## config.mk

```make
export PLATFORM = sky130hd
export DESIGN_NAME = piso_sched
export DESIGN_NICKNAME = d
export VERILOG_FILES = /design/src/rtl/piso_sched.sv
export SDC_FILE = /design/constraint.sdc
export NUM_CORES = 1
export LEC_CHECK = 0
export BUFFER_PORTS_ARGS = -buffer_cell sky130_fd_sc_hd__buf_4
export CAP_MARGIN = 10
export CELL_PAD_IN_SITES_DETAIL_PLACEMENT = 2
export CELL_PAD_IN_SITES_GLOBAL_PLACEMENT = 2
export CORE_ASPECT_RATIO = 1.75
export CORE_MARGIN = 4
export CORE_UTILIZATION = 30
export CTS_CLUSTER_DIAMETER = 60
export CTS_CLUSTER_SIZE = 28
export DETAILED_ROUTE_END_ITERATION = 7
export HOLD_SLACK_MARGIN = 0.08
export PLACE_DENSITY = 0.8
export SKIP_CTS_REPAIR_TIMING = 1
export SLEW_MARGIN = 20
export SYNTH_ARGS = -nofsm -noshare
export SYNTH_HDL_FRONTEND = slang
export SYNTH_SLANG_ARGS = --single-unit
```

## constraint.sdc

```tcl
create_clock -name clk -period 2.85 [get_ports clk]
set_input_delay 0.1425 -clock clk [delete_from_list [all_inputs] [get_ports clk]]
set_output_delay 0.1425 -clock clk [all_outputs]
set_load 0.005 [all_outputs]
```

## src/rtl/piso_sched.sv

```systemverilog
// piso_sched
// Word scheduler for a 10-bit piso serializer. Picks words round-robin from two
// valid/ready sources. Issues a one-cycle load with the parallel word every
// WIDTH cycles so the serial stream has no gaps. Loads IDLE_WORD when neither
// source has data.
//
// Ports
//   clk           system clock, rising edge
//   reset_L       asynchronous active-low reset
//   enable        run the stream; when low, the stream stops at the next word boundary
//   req0_*        source 0 valid/data/ready
//   req1_*        source 1 valid/data/ready
//   load          registered one-cycle load pulse to the piso
//   parallel_out  word for the piso; held until the next load
//   bit_idx       index of the bit being shifted, 0..WIDTH-1
//   grant         source of the current word: 01=src0, 10=src1, 00=idle fill
//   busy          a word is being serialized
//   idle_ins      pulse aligned with load when IDLE_WORD is loaded
//
// state  | meaning
// IDLE   | stream stopped, waiting for enable
// SHIFT  | a word is being serialized, bit_idx counts its bits
module piso_sched #(
    parameter int              WIDTH     = 10,
    parameter logic [WIDTH-1:0] IDLE_WORD = 10'b0011111010,
    parameter int              CNT_W     = 4
) (
    input  logic             clk,
    input  logic             reset_L,
    input  logic             enable,
    input  logic             req0_valid,
    input  logic [WIDTH-1:0] req0_data,
    output logic             req0_ready,
    input  logic             req1_valid,
    input  logic [WIDTH-1:0] req1_data,
    output logic             req1_ready,
    output logic             load,
    output logic [WIDTH-1:0] parallel_out,
    output logic [CNT_W-1:0] bit_idx,
    output logic [1:0]       grant,
    output logic             busy,
    output logic             idle_ins
);

    typedef enum logic {ST_IDLE, ST_SHIFT} state_t;

    localparam logic [CNT_W-1:0] LAST_BIT = CNT_W'(WIDTH - 1);

    state_t           r_state,    w_state_nxt;
    logic [CNT_W-1:0] r_bit_idx,  w_bit_idx_nxt;
    logic             r_load,     w_load_nxt;
    logic [WIDTH-1:0] r_par,      w_par_nxt;
    logic [1:0]       r_grant,    w_grant_nxt;
    logic             r_idle_ins, w_idle_ins_nxt;
    // 0 = src0 was granted last, 1 = src1 was granted last
    logic             r_last_grant, w_last_grant_nxt;

    logic w_last_bit;
    logic w_bnd;
    logic w_pick0;
    logic w_pick1;

    always_ff @(posedge clk or negedge reset_L) begin
        if (!reset_L) begin
            r_state      <= ST_IDLE;
            r_bit_idx    <= '0;
            r_load       <= 1'b0;
            r_par        <= '0;
            r_grant      <= 2'b00;
            r_idle_ins   <= 1'b0;
            r_last_grant <= 1'b1;
        end else begin
            r_state      <= w_state_nxt;
            r_bit_idx    <= w_bit_idx_nxt;
            r_load       <= w_load_nxt;
            r_par        <= w_par_nxt;
            r_grant      <= w_grant_nxt;
            r_idle_ins   <= w_idle_ins_nxt;
            r_last_grant <= w_last_grant_nxt;
        end
    end

    always_comb begin
        w_state_nxt      = r_state;
        w_bit_idx_nxt    = r_bit_idx;
        w_load_nxt       = 1'b0;
        w_par_nxt        = r_par;
        w_grant_nxt      = r_grant;
        w_idle_ins_nxt   = 1'b0;
        w_last_grant_nxt = r_last_grant;

        w_last_bit = (r_state == ST_SHIFT) && (r_bit_idx == LAST_BIT);
        // reset_L gates the boundary so no ready escapes while reset is held
        w_bnd   = reset_L && enable && ((r_state == ST_IDLE) || w_last_bit);
        // with both sources valid, the one not granted last wins
        w_pick0 = req0_valid && (!req1_valid || r_last_grant);
        w_pick1 = req1_valid && (!req0_valid || !r_last_grant);

        if (w_bnd) begin
            w_state_nxt    = ST_SHIFT;
            w_bit_idx_nxt  = '0;
            w_load_nxt     = 1'b1;
            w_grant_nxt    = {w_pick1, w_pick0};
            w_idle_ins_nxt = !w_pick0 && !w_pick1;
            if (w_pick0) begin
                w_par_nxt        = req0_data;
                w_last_grant_nxt = 1'b0;
            end else if (w_pick1) begin
                w_par_nxt        = req1_data;
                w_last_grant_nxt = 1'b1;
            end else begin
                w_par_nxt = IDLE_WORD;
            end
        end else if (r_state == ST_SHIFT) begin
            if (w_last_bit) begin
                // word finished with enable low: stop, keep parallel_out
                w_state_nxt   = ST_IDLE;
                w_bit_idx_nxt = '0;
                w_grant_nxt   = 2'b00;
            end else begin
                w_bit_idx_nxt = r_bit_idx + 1'b1;
            end
        end
    end

    assign req0_ready   = w_bnd && w_pick0;
    assign req1_ready   = w_bnd && w_pick1;
    assign load         = r_load;
    assign parallel_out = r_par;
    assign bit_idx      = r_bit_idx;
    assign grant        = r_grant;
    assign busy         = (r_state == ST_SHIFT);
    assign idle_ins     = r_idle_ins;

endmodule

```

==> results of run 1 <==
==> path summary, 6_finish.rpt <==
check / end / slack (ps) / depth (start not counted)
max: req0_ready / 680 / 6
min: idle_ins / 60 / 2
max reg2reg: parallel_out[6] / 1000 / 5
min reg2reg: r_last_grant / 500 / 2
max in group asynchronous: r_last_grant / 2260 / 2
min in group asynchronous: busy / 310 / 2
==> power breakdown <==
group | switching [W] | leakage, nW | total, W | internal [W]
clock | 0.0000996 | 0.0288 | 0.000223 | 0.000123
sequential | 0.000119 | 0.244 | 0.000532 | 0.000413
combinational | 0.000232 | 0.413 | 0.000563 | 0.000331
==> through the flow <==
stage	hold WS [ps]	setup slack [ps]	instance area (sq um)
6_report	64.8	677	1440
5_1_grt	81.1	484	1440
4_1_cts	-248	672	1430
3_5_place_dp	47.6	963	1380
3_3_place_gp	45.4	1080	1380
2_1_floorplan	-153	1230	1010
==> cell usage after synthesis, types with 2 or more instances <==
| cell type | number |
|---|---|
| dfrtp_1 | 19 |
| mux2_2 | 7 |
| nand2_1 | 6 |
| o32a_1 | 6 |
| a32o_1 | 5 |
| o21ai_0 | 4 |
| inv_1 | 3 |
| mux2_4 | 3 |
| ha_1 | 2 |
| nand2b_1 | 2 |
| nand3_1 | 2 |
| nor2b_1 | 2 |
==> kinds of logic after synthesis <==
kind of cell    Yosys count
mux                      10
compound gates           25
buf+inv                   7
flops                    20
simple gates             16
fa+ha+maj                 2
==> area by class of cell <==
type                       count  area, sq um
fill                         353         1770
sequential                    20          502
multi-input combinational     53          470
timing repair buffer          46          348
clock buffer                   4         55.1
tap                           43         53.8
inverter                       4         15.0
==> layer usage <==
metal | part of all wire, % | vias to the layer above | wire length, um
met5 | 0 | - | 0
li1 | - | 400 | -
met1 | 34 | 432 | 1100
met3 | 5.1 | 5 | 166
met4 | 2.0 | 0 | 64
met2 | 59 | 32 | 1940
==> state kept, by name (all words and copies together), names as in the netlist <==
signal	cells
parallel_out	10
bit_idx	4
grant	2
busy	1
idle_ins	1
load	1
r_last_grant	1
==> worst max-delay path, cell delays in order <==
cell           delay, ps
dlygate4sd3_1        540
buf_4                290
nand2_1              190
a21oi_4              480
and3_2               280
buf_4                110
==> run summary, run 1 <==
Fin crit share - 76.2%
Clock Skew - 2.59 ps
Synth Area in Compound Gates - 21.3%
Post-synthesis mux area share - 12.2%
Core box area - 3210 sq um
Gate Count Post-Synth - 80
Non-Filler Instances - 170
Max VDD drop - 0.390 mV
Inst Count DP - 165
Area leader, netlist - dfrtp_1
Synth Area in Adders - 2.47%
Clk pin slew, worst setup/hold paths - 80 ps
RR Startpoint - bit_idx[1]
RSZ-0062 raised after global routing - false
Vias in the first global route - 1048
Routed vias - 869
Clk_lat worst skew - 270 ps
Root buffer cell - clkbuf_8
Vias/cell - 5.11
Worst-margin pin slew - 546 ps
Buffers on Ports - 45
CTS buffer count - 3
Clock Path Buffers - 2
First-pass GRT wire length - 5220 um
Async set-or-reset flop fraction in the synthesized netlist - 100%
Area grow syn2layout - 42.3%
Tot Pwr - 0.00132 W
Synthesized net count - 107
WS Path Type - input pin to output port
Die area - 4410 sq um
Warnings, synthesis - 0
P_leak - 0.685 nW
Proportion of layout cells with a drive suffix above 1 - 54.3%
Drc violations - 0
Net count, final - 155
M1 GR Usage - 15.3%
Die X - 52.0 um
Worst hold path type - input pin to flip-flop
Status - finished clean
GRT Util Overall - 16.1%
Max FO, Critical Path - 22
Half-perimeter wire length after placement - 2550 um
Synthesized area - 1010 sq um
Mean routed wirelength per cell - 19.2 um
Worst Setup End Kind - output port
Highest clock rate - 460 MHz
Final Util - 45.0%
Synthesized flop and latch total - 20
Crit path time final - 2170 ps
Primary FF master, synth - dfrtp_1
Effective utilization at floorplan - 31.6%
TritonCTS clock tree - done
Seq/Total Area, Yosys - 49.4%
Drt first pass iters - 4
Arr. time, crit path - 2030 ps
Setup violators final - 0
Distinct cells, synth - 31
Worst Hold Launch - req1_valid
Worst Setup Start Kind - input pin
DR iter-0 viols - 24
Die Span Y - 84.9 um
Commonest non-fill, non-tap cell in the layout - buf_4
Met2 GRT Util - 31.0%
Initial antenna violation count - 0
Largest net degree at the start of global routing - 23
XOR/XNOR share of the synthesized area - 0%
Commonest cells after routing, fill and taps aside - buf_4, dfrtp_1, mux2_2
Post-route ant nets - 0
Largest family of logic cells by synthesized area - compound AO/OA/AOI/OAI gates
H-Tree Depth - 1
Clock Sinks - 20
Total of max-cap violations - 0
Setup TNS - 0 ps
# rows - 27
Gr busiest metal - met2
Diode count - 0
Simple-gate share of the synthesized area - 10.4%
Final Slew Violations - 0
Required @ worst endpoint - 2710 ps
RePlAce Congestion - 0.772
CP Launch Point - reset_L
Synth top area share - 46.9%
Largest cells by area after synthesis - dfrtp_1, mux2_2, o32a_1
Worst slew margin - 63.5%
Io pins - 46
Final wirelength - 3270 um
EDFF count, synth - 0
GRT overflow - 0
Pwr dens - 913 nW/um^2
Final count of hold timing violations - 0
Global routing met3 resource utilization - 2.99%
Syn avg cell area - 12.7 sq um
Power figures use the tool's default switching activity.
==> inputs of run 2 (changes only) <==
--- a/config.mk
+++ b/config.mk
@@ -11,12 +11,12 @@
 export CELL_PAD_IN_SITES_GLOBAL_PLACEMENT = 2
 export CORE_ASPECT_RATIO = 1.75
 export CORE_MARGIN = 4
-export CORE_UTILIZATION = 30
+export CORE_UTILIZATION = 25
 export CTS_CLUSTER_DIAMETER = 60
 export CTS_CLUSTER_SIZE = 28
 export DETAILED_ROUTE_END_ITERATION = 7
 export HOLD_SLACK_MARGIN = 0.08
-export PLACE_DENSITY = 0.8
+export PLACE_DENSITY = 0.71
 export SKIP_CTS_REPAIR_TIMING = 1
 export SLEW_MARGIN = 20
 export SYNTH_ARGS = -nofsm -noshare
==> constraint.sdc (replaced) <==
create_clock -name clk -period 1.9 [get_ports clk]
set_input_delay 0.095 -clock clk [delete_from_list [all_inputs] [get_ports clk]]
set_output_delay 0.095 -clock clk [all_outputs]
set_load 0.005 [all_outputs]
==> run 2 against run 1 <==
  * Sequential share of layout area is 1.1 points lower
  * Wire length shrank 8.1%
  * Global-route usage decreased by 3.9 points
  * Clock power is 48% higher
  * Via count is 0.46% lower
  * Utilization shrank 6.7 points
  * Flip-flop and latch count did not move
  * Power grew 50%
  * Sequential power is 48% higher
  * Die area up 17%
  * Non-clock buffer count rose by 4
  * Largest cell class unchanged
  * Highest routed layer unchanged
==> run summary, run 2 (same netlist as run 1, synthesis figures left out) <==
Worst Setup End Kind - output port
Drt first pass iters - 3
RSZ-0062 raised after global routing - false
Io pins - 46
Buffers on Ports - 45
Placed Area - 1410 sq um
RePlAce Congestion - 0.701
Non-Filler Instances - 179
Int Power - 0.00133 W
Root buffer cell - clkbuf_8
Effective utilization at floorplan - 26.0%
Max FO, Critical Path - 17
Worst path cell trace - ha_1 -> nand3b_4 -> a21oi_4 -> buf_12 -> and3_2 -> buf_4
Commonest cells after routing, fill and taps aside - buf_4, dfrtp_1, mux2_2
Design area - 1500 sq um
Fin crit share - 93.7%
Half-perimeter wire length after placement - 2400 um
Clock Path Buffers - 2
Drc violations - 0
Area grow syn2layout - 47.5%
Worst Path Buf+Inv - 2
Filler cells - 447
Pwr dens - 1320 nW/um^2
Highest clock rate - 562 MHz
WS Path Type - flip-flop to output port
# rows - 30
Core box area - 3900 sq um
Status - finished clean
Worst-margin pin slew - 542 ps
Clk_lat worst skew - 260 ps
Combinational power share - 43.6%
Seq pwr share - 39.7%
Largest net degree at the start of global routing - 18
TritonCTS clock tree - done
GRT overflow - 0
Worst hold path type - input pin to flip-flop
Diode count - 0
Net load switching power - 0.000648 W
Final wirelength - 3000 um
Required @ worst endpoint - 1800 ps
Worst Setup Start Kind - flip-flop
CTS buffer count - 3
Clk pin slew, worst setup/hold paths - 80 ps
Total of max-cap violations - 0
Worst slew margin - 63.8%
Clock power frac - 16.6%
Final Slew Violations - 0
Tot Pwr - 0.00198 W
Switching part of the total power - 32.8%
Vias/cell - 4.83
Proportion of layout cells with a drive suffix above 1 - 55.7%
Net count, final - 159
Clock Sinks - 20
First-pass GRT wire length - 4940 um
Inst Count DP - 172
Routed vias - 865
Delay-heaviest family, CP - flip-flops
Mean routed wirelength per cell - 16.8 um
Commonest non-fill, non-tap cell in the layout - buf_4
Setup TNS - 0 ps
Initial antenna violation count - 0
Slowest-stage cell, CP - dfrtp_2
DR iter-0 viols - 6
CP max stage delay - 420 ps
Setup violators final - 0
Die X - 56.2 um
Die area - 5180 sq um
Clock Skew - 2.28 ps
Worst hold slack - 81.0 ps
Vias in the first global route - 1008
Post-route ant nets - 0
Final count of hold timing violations - 0
Arr. time, crit path - 1680 ps
Max VDD drop - 0.512 mV
Crit path time final - 1780 ps
Die Span Y - 92.3 um
P_leak - 0.706 nW
Max reg flops - 10
H-Tree Depth - 1
GRT Util Overall - 12.2%
run 2: cell types whose count changed in the layout (fill, tap and decap cells not counted):
cell           before  now
buf_4              45   47
buf_12              0    1
dfrtp_1            19   18
dfrtp_2             0    1
dlygate4sd3_1       1    2
run 2: layer usage:
metal	part of all wire, %	track usage (%)	wire [um]	vias up
met4	2.0	5.94	61	0
met2	58	23.1	1740	30
met3	5.4	2.68	163	5
li1	-	-	-	406
met1	35	12.2	1040	424
met5	0	0	0	-
run 2: cell type report:
| cell class | count | area [sq um] | share of cell area (%) |
|---|---|---|---|
| inverters | 4 | 15.0 | 1.00 |
| clock buffers | 4 | 55.1 | 3.68 |
| multi-input cells | 53 | 470 | 31.4 |
| flip-flops and latches | 20 | 503 | 33.6 |
| repair buffers | 50 | 393 | 26.3 |
| well taps | 48 | 60.1 | 4.01 |
run 2: power groups by stage:
| stage | logic, W | registers, W | clock network [W] |
|---|---|---|---|
| 2_1_floorplan | 0.000442 | 0.000760 | 0 |
| 3_3_place_gp | 0.000828 | 0.000790 | 0 |
| 3_5_place_dp | 0.000855 | 0.000802 | 0 |
| 4_1_cts | 0.000857 | 0.000800 | 0.000346 |
| 5_1_grt | 0.000960 | 0.000820 | 0.000359 |
| 6_report | 0.000862 | 0.000786 | 0.000329 |
run 2: path summary, 6_finish.rpt:
kind | start | to | slack [ps] | cells after the start
hold reg to reg | r_last_grant | r_last_grant | 500 | 2
min in group asynchronous | reset_L | parallel_out[1] | 200 | 2
max in group asynchronous | reset_L | r_last_grant | 1220 | 3
hold / removal | req0_valid | idle_ins | 80 | 2
setup reg to reg | bit_idx[0] | parallel_out[5] | 300 | 5
setup / recovery | bit_idx[0] | req0_ready | 120 | 6
run 2: stage by stage:
stage	utilization (%)	worst slack (ps)
global placement	36.2	316
detailed placement	36.2	233
finish	38.3	120
CTS	37.6	33.1
global route	38.3	15.8
floorplan	-	280
